[config.mk]
export PLATFORM = sky130hd
export DESIGN_NAME = fu_completion_unit
export DESIGN_NICKNAME = d
export VERILOG_FILES = /design/src/rtl/fu_completion_unit.sv
export SDC_FILE = /design/constraint.sdc
export NUM_CORES = 1
export LEC_CHECK = 0
export ABC_AREA = 1
export CAP_MARGIN = 20
export CELL_PAD_IN_SITES_DETAIL_PLACEMENT = 1
export CELL_PAD_IN_SITES_GLOBAL_PLACEMENT = 1
export CORE_AREA = 5 5 127 129
export CTS_CLUSTER_DIAMETER = 40
export DETAILED_ROUTE_END_ITERATION = 10
export DIE_AREA = 0 0 132 134
export GPL_ROUTABILITY_DRIVEN = 0
export PLACE_DENSITY_LB_ADDON = 0.3
export SYNTH_ARGS = -nofsm -noshare
export SYNTH_HDL_FRONTEND = slang
export SYNTH_SLANG_ARGS = --single-unit
[constraint.sdc]
create_clock -name clock -period 10 [get_ports clock]
set_input_delay 3 -clock clock [delete_from_list [all_inputs] [get_ports clock]]
set_output_delay 3 -clock clock [all_outputs]
set_load 0.02 [all_outputs]
[src/rtl/fu_completion_unit.sv]
// Completion side of the reservation station: tracks each functional-unit slot through its
// class latency, then retires slots with one CDB broadcast per cycle plus free pulses.
module fu_completion_unit #(
  parameter int NUM_ALU    = 2,
  parameter int NUM_MULT   = 2,
  parameter int NUM_LOAD   = 1,
  parameter int NUM_STORE  = 1,
  parameter int NUM_BRANCH = 1,
  parameter int ALU_LAT    = 1,
  parameter int MULT_LAT   = 4,
  parameter int LOAD_LAT   = 2,
  parameter int STORE_LAT  = 1,
  parameter int BRANCH_LAT = 1,
  parameter int TAG_W      = 6,
  parameter int FU_IDX_W   = 2,
  localparam int N         = NUM_ALU + NUM_MULT + NUM_LOAD + NUM_STORE + NUM_BRANCH,
  localparam int INF_W     = $clog2(N + 1)
) (
  input  logic                  clock,
  input  logic                  reset,
  input  logic                  i_issue_valid,
  input  logic [2:0]            i_issue_funit,
  input  logic [FU_IDX_W-1:0]   i_issue_fu_index,
  input  logic [TAG_W-1:0]      i_issue_tag,
  input  logic                  i_issue_has_dest,
  input  logic                  i_flush,
  output logic                  o_cdb_valid,
  output logic [TAG_W-1:0]      o_cdb_tag,
  output logic [NUM_ALU-1:0]    o_free_alu,
  output logic [NUM_MULT-1:0]   o_free_mult,
  output logic [NUM_LOAD-1:0]   o_free_load,
  output logic [NUM_STORE-1:0]  o_free_store,
  output logic [NUM_BRANCH-1:0] o_free_branch,
  output logic [INF_W-1:0]      o_inflight,
  output logic                  o_protocol_err
);

  localparam int OFF_MULT   = NUM_ALU;
  localparam int OFF_LOAD   = OFF_MULT + NUM_MULT;
  localparam int OFF_STORE  = OFF_LOAD + NUM_LOAD;
  localparam int OFF_BRANCH = OFF_STORE + NUM_STORE;
  localparam int MAX_LAT_A  = (ALU_LAT > MULT_LAT) ? ALU_LAT : MULT_LAT;
  localparam int MAX_LAT_B  = (LOAD_LAT > STORE_LAT) ? LOAD_LAT : STORE_LAT;
  localparam int MAX_LAT_C  = (MAX_LAT_A > MAX_LAT_B) ? MAX_LAT_A : MAX_LAT_B;
  localparam int MAX_LAT    = (MAX_LAT_C > BRANCH_LAT) ? MAX_LAT_C : BRANCH_LAT;
  localparam int CNT_W      = (MAX_LAT > 1) ? $clog2(MAX_LAT) : 1;
  localparam int SLOT_W     = (N > 1) ? $clog2(N) : 1;

  localparam logic [2:0] FU_ALU    = 3'd0;
  localparam logic [2:0] FU_MULT   = 3'd1;
  localparam logic [2:0] FU_LOAD   = 3'd2;
  localparam logic [2:0] FU_STORE  = 3'd3;
  localparam logic [2:0] FU_BRANCH = 3'd4;

  logic [N-1:0]      r_busy;
  logic [N-1:0]      r_has_dest;
  logic [CNT_W-1:0]  r_cnt [N];
  logic [TAG_W-1:0]  r_tag [N];
  logic [SLOT_W-1:0] r_rr_ptr;
  logic [N-1:0]      r_free;

  logic [N-1:0]      w_pend;
  logic [N-1:0]      w_pend_dest;
  logic [N-1:0]      w_grant;
  logic [N-1:0]      w_retire;
  logic [N-1:0]      w_issue_onehot;
  logic [N-1:0]      w_busy_next;
  logic              w_grant_any;
  logic [SLOT_W-1:0] w_grant_idx;
  int                w_base;
  int                w_count;
  logic [CNT_W-1:0]  w_lat_m1;
  logic              w_idx_ok;
  logic [SLOT_W-1:0] w_slot;
  logic              w_issue_ok;
  logic              w_issue_err;

  function automatic logic [INF_W-1:0] popcnt(input logic [N-1:0] v);
    logic [INF_W-1:0] s;
    s = '0;
    for (int i = 0; i < N; i++) s = s + INF_W'(v[i]);
    return s;
  endfunction

  always_comb begin
    for (int i = 0; i < N; i++) w_pend[i] = r_busy[i] && (r_cnt[i] == '0);
  end

  assign w_pend_dest = w_pend & r_has_dest;

  // Rotating priority: first pending-with-dest slot at or after r_rr_ptr wins.
  always_comb begin
    w_grant     = '0;
    w_grant_any = 1'b0;
    w_grant_idx = '0;
    for (int k = 0; k < N; k++) begin
      int j;
      j = int'(r_rr_ptr) + k;
      if (j >= N) j = j - N;
      if (!w_grant_any && w_pend_dest[j]) begin
        w_grant_any = 1'b1;
        w_grant_idx = SLOT_W'(j);
        w_grant[j]  = 1'b1;
      end
    end
  end

  assign w_retire = (w_pend & ~r_has_dest) | w_grant;

  always_comb begin
    w_base   = 0;
    w_count  = 0;
    w_lat_m1 = '0;
    case (i_issue_funit)
      FU_ALU:    begin w_base = 0;          w_count = NUM_ALU;    w_lat_m1 = CNT_W'(ALU_LAT - 1);    end
      FU_MULT:   begin w_base = OFF_MULT;   w_count = NUM_MULT;   w_lat_m1 = CNT_W'(MULT_LAT - 1);   end
      FU_LOAD:   begin w_base = OFF_LOAD;   w_count = NUM_LOAD;   w_lat_m1 = CNT_W'(LOAD_LAT - 1);   end
      FU_STORE:  begin w_base = OFF_STORE;  w_count = NUM_STORE;  w_lat_m1 = CNT_W'(STORE_LAT - 1);  end
      FU_BRANCH: begin w_base = OFF_BRANCH; w_count = NUM_BRANCH; w_lat_m1 = CNT_W'(BRANCH_LAT - 1); end
      default:   begin w_base = 0;          w_count = 0;          w_lat_m1 = '0;                     end
    endcase
    w_idx_ok = int'(i_issue_fu_index) < w_count;
    w_slot   = w_idx_ok ? SLOT_W'(w_base + int'(i_issue_fu_index)) : '0;
    // A slot retiring on this edge is still busy, so re-issuing to it is an error.
    w_issue_ok  = i_issue_valid && w_idx_ok && !r_busy[w_slot];
    w_issue_err = i_issue_valid && !w_issue_ok;
    w_issue_onehot = '0;
    if (w_issue_ok) w_issue_onehot[w_slot] = 1'b1;
    w_busy_next = (r_busy & ~w_retire) | w_issue_onehot;
  end

  always_ff @(posedge clock) begin
    if (reset) begin
      r_busy         <= '0;
      r_has_dest     <= '0;
      r_rr_ptr       <= '0;
      r_free         <= '0;
      o_cdb_valid    <= 1'b0;
      o_cdb_tag      <= '0;
      o_inflight     <= '0;
      o_protocol_err <= 1'b0;
      for (int i = 0; i < N; i++) begin
        r_cnt[i] <= '0;
        r_tag[i] <= '0;
      end
    end else if (i_flush) begin
      r_busy      <= '0;
      r_free      <= '0;
      o_cdb_valid <= 1'b0;
      o_cdb_tag   <= '0;
      o_inflight  <= '0;
    end else begin
      for (int i = 0; i < N; i++) begin
        if (r_busy[i] && r_cnt[i] != '0) r_cnt[i] <= r_cnt[i] - CNT_W'(1);
      end
      if (w_issue_ok) begin
        r_cnt[w_slot]      <= w_lat_m1;
        r_tag[w_slot]      <= i_issue_tag;
        r_has_dest[w_slot] <= i_issue_has_dest;
      end
      r_busy      <= w_busy_next;
      r_free      <= w_retire;
      o_cdb_valid <= w_grant_any;
      o_cdb_tag   <= w_grant_any ? r_tag[w_grant_idx] : '0;
      o_inflight  <= popcnt(w_busy_next);
      if (w_grant_any)
        r_rr_ptr <= (w_grant_idx == SLOT_W'(N - 1)) ? '0 : w_grant_idx + SLOT_W'(1);
      if (w_issue_err) o_protocol_err <= 1'b1;
    end
  end

  assign o_free_alu    = r_free[OFF_MULT-1:0];
  assign o_free_mult   = r_free[OFF_LOAD-1:OFF_MULT];
  assign o_free_load   = r_free[OFF_STORE-1:OFF_LOAD];
  assign o_free_store  = r_free[OFF_BRANCH-1:OFF_STORE];
  assign o_free_branch = r_free[N-1:OFF_BRANCH];

endmodule

==> flow_metrics.tcl <==
set metrics [dict create \
    ir_worst_vdd_mv 0.293 \
    viasPerCell 5.62 \
    period_needed_ps 7750 \
    slowest_stage "fa_1" \
    yosysUniqueCellTypes 50 \
    met1_length_um 10100 \
    drt_first_pass_iters 5 \
    layout_worst_path_cycle_share 0.775 \
    crit_chain "clkdlybuf4s50_1 -> inv_2 -> nand2_1 -> nor2_1 -> ha_1 -> inv_1 -> fa_1 -> xnor2_1 -> nand2_1 -> nand3_1 -> o211ai_1 -> nor2_1 -> nand2_1 -> nor2_1 -> inv_1 -> nand2_1 -> fa_1 -> inv_1 -> fa_1 -> inv_1 -> fa_1 -> fa_1 -> inv_1 -> nor2_1" \
    start_kind "primary input" \
    relSlewSlack 0.420 \
    grt_pass1_wl_um 36200 \
    final_cell_mix "nand2_1, inv_1, nor2_1" \
    syn_nets 1047 \
    finalMaxSlewViolations 0 \
    min_path_cells 2 \
    dieHeight_um 134 \
    tritoncts "built" \
    cts.repair.resized 0 \
    grt_pass1_vias 6740 \
    timing.hold.worst_endpoint "r_has_dest[5]$_SDFFE_PP0P_" \
    clk_latency_ps 350 \
    routedWlPerCell_um 18.7 \
    dieArea_mm2 0.0177 \
    initialDrtViolationCount 558 \
    power.leakage_nw 3.37 \
    rsz0062_at_grt "false" \
    drive_gt1_frac 0.102 \
    reg2reg_depth 27 \
    num_rows 45 \
    clock_sinks 91 \
    clockBufferDepth 2 \
    arrival_ps 8020 \
    path_buf_inv 7 \
    wl_um 22700 \
    r2r_start "r_rr_ptr[1]$_SDFFE_PP0P_" \
    synth_edf_count 50 \
    ff2ff_setup_slack_ps 3940 \
    ant_nets 0 \
    dr_total_vias 6837 \
    htree_levels 3 \
    yosysSeqAreaShare 0.334 \
    cp_max_fo 9 \
    ys_async_sr_fraction 0 \
    clk_pin_slew_ps 60 \
    start_util 0.466 \
    top_layer_used "met4" \
    setup_viol 0 \
    fp.dieW_um 132 \
    syn_inst 998 \
    setup_tns_ps 0 \
    ios 34 \
    grt_remaining_overflow 0 \
    cts_root_buf "clkbuf_16" \
    grt_max_degree 28 \
    worst_pin_slew_ps 867 \
    multi_input_area_mm2 0.00386 \
    nNetsFinal 1072 \
    hold_class "reg2reg" \
    outcome "finished, final reports clean" \
    synth_ff_type "edfxtp_1" \
    final_common_cell "nand2_1" \
    max_stage_delay_ps 540 \
    cts_setup_buffers 0 \
    power_w 0.00251 \
    ctsHoldBuffers 0 \
    reg2reg_to "o_inflight[1]$_SDFF_PP0_" \
    crit_family "adder cells" \
    track_usage 0.256 \
    fillCellCount 1965 \
    drc_errors 0 \
    power_density_mw_per_mm2 328 \
    cts_buffers 9 \
    skew_ps 7.07 \
    antennaDiodeCount 0 \
    clock.fmax_mhz 129 \
    io_buffers 33 \
    core-area_mm2 0.0149 \
    wl_met2_um 10600 \
    regArea_mm2 0.00232 \
    worstSetupPathType "in2reg" \
    end_kind "flop" \
    synth_warnings 0 \
    finalHoldViolations 0 \
    netlist_area_mm2 0.00696 \
    antenna_found_initial 0 \
    ys_ff_latch 91 \
    min_from "r_has_dest[5]$_SDFFE_PP0P_" \
    crit_required_ps 10270 \
    dr_wl_met3_um 1480 \
    synth.avg_cell_area_um2 6.97 \
    area.growth.synth_to_final_pct 10.1 \
    cap_violations 0 \
    dp_hpwl_um 17800 \
]
registers in the layout, summed over array words and instances (netlist names):
name,flops
r_tag,42
r_has_dest,7
r_cnt,14
r_busy,7
o_cdb_valid,1
r_free,7
o_protocol_err,1
r_rr_ptr,3
o_inflight,3
o_cdb_tag,6
stage by stage:
stage                     worst slack, ps  hold WS, ps  instance area (um^2)  utilization  instances
final                                2250          484                  7660        0.513       1216
after global routing                 1950          507                  7660        0.513       1216
after detailed placement             1950          473                  7360        0.493       1200
after floorplan                      2980          445                  6960            -        998
after CTS                            2280          482                  7660        0.513       1216
after global placement               2210          460                  7360        0.493       1200
logic make-up (layout without fill, tap and decap cells):
logic type      after synthesis  count (layout)  share of synthesized area
compound gates              118             118                      0.108
xor+xnor                      3               3                    0.00648
fa+ha+maj                    33              33                     0.0658
buf+inv                     180             210                      0.112
flops                        91              91                      0.334
simple gates                573             573                      0.374
cells in the mapped netlist, types with 3 or more instances:
library cell	number	share of area
a21oi_1	30	0.022
a21oi_2	6	0.0076
a31oi_1	4	0.0036
buf_4	5	0.0054
buf_6	8	0.013
clkbuf_1	6	0.0032
dfxtp_1	41	0.12
edfxtp_1	50	0.22
fa_1	6	0.017
ha_1	27	0.049
inv_1	139	0.075
inv_2	17	0.0092
nand2_1	253	0.14
nand2_2	18	0.016
nand2_4	7	0.011
nand3_1	103	0.074
nand3_2	3	0.0043
nand3b_1	4	0.0043
nand4_1	11	0.0099
nor2_1	129	0.070
nor2_2	16	0.014
nor2_4	3	0.0049
nor3_1	15	0.011
o211ai_1	12	0.013
o21ai_0	26	0.019
o21ai_1	10	0.0072
o21ai_2	6	0.0076
o22ai_1	6	0.0054
o32ai_1	10	0.013
where the power goes:
part / switching [W] / leakage [nW] / internal, W
combinational: 0.00125 / 2.37 / 0.000481
clock: 0.000147 / 0.149 / 0.000192
sequential: 0.0000149 / 0.847 / 0.000422
total: 0.00141 / 3.37 / 0.00110
cell type report:
cell class / count / share of cell area
Multi-Input combinational cell: 727 / 0.504
Sequential cell: 91 / 0.303
Inverter: 159 / 0.0784
Timing Repair Buffer: 35 / 0.0451
Clock buffer: 12 / 0.0351
Tap cell: 188 / 0.0307
Clock inverter: 4 / 0.00392
worst max-delay path by stage:
stage | start | to | slack, ps | cells after the start
floorplan | i_issue_funit[2] | o_inflight[1]$_SDFF_PP0_ | 2980 | 27
global placement | i_issue_funit[2] | o_inflight[1]$_SDFF_PP0_ | 2210 | 24
detailed placement | i_issue_funit[2] | o_inflight[1]$_SDFF_PP0_ | 1950 | 24
CTS | i_issue_funit[2] | o_inflight[1]$_SDFF_PP0_ | 2280 | 24
global route | i_issue_funit[2] | o_inflight[1]$_SDFF_PP0_ | 1950 | 24
finish | i_issue_funit[2] | o_inflight[1]$_SDFF_PP0_ | 2250 | 24
routing by layer:
layer | GRT usage | up-vias
met4 | 0.0657 | 0
met2 | 0.416 | 225
met3 | 0.0506 | 34
met5 | 0 | -
li1 | - | 3298
met1 | 0.351 | 3280
tightest hold or removal path, delay by kind of cell (launching register included):
| kind | cells | cell delay [ps] |
|---|---|---|
| AO/OA/AOI/OAI | 1 | 60 |
| buffers and inverters | 1 | 70 |
| flip-flops | 1 | 310 |
Note: power is estimated with default switching activity, not from simulation.
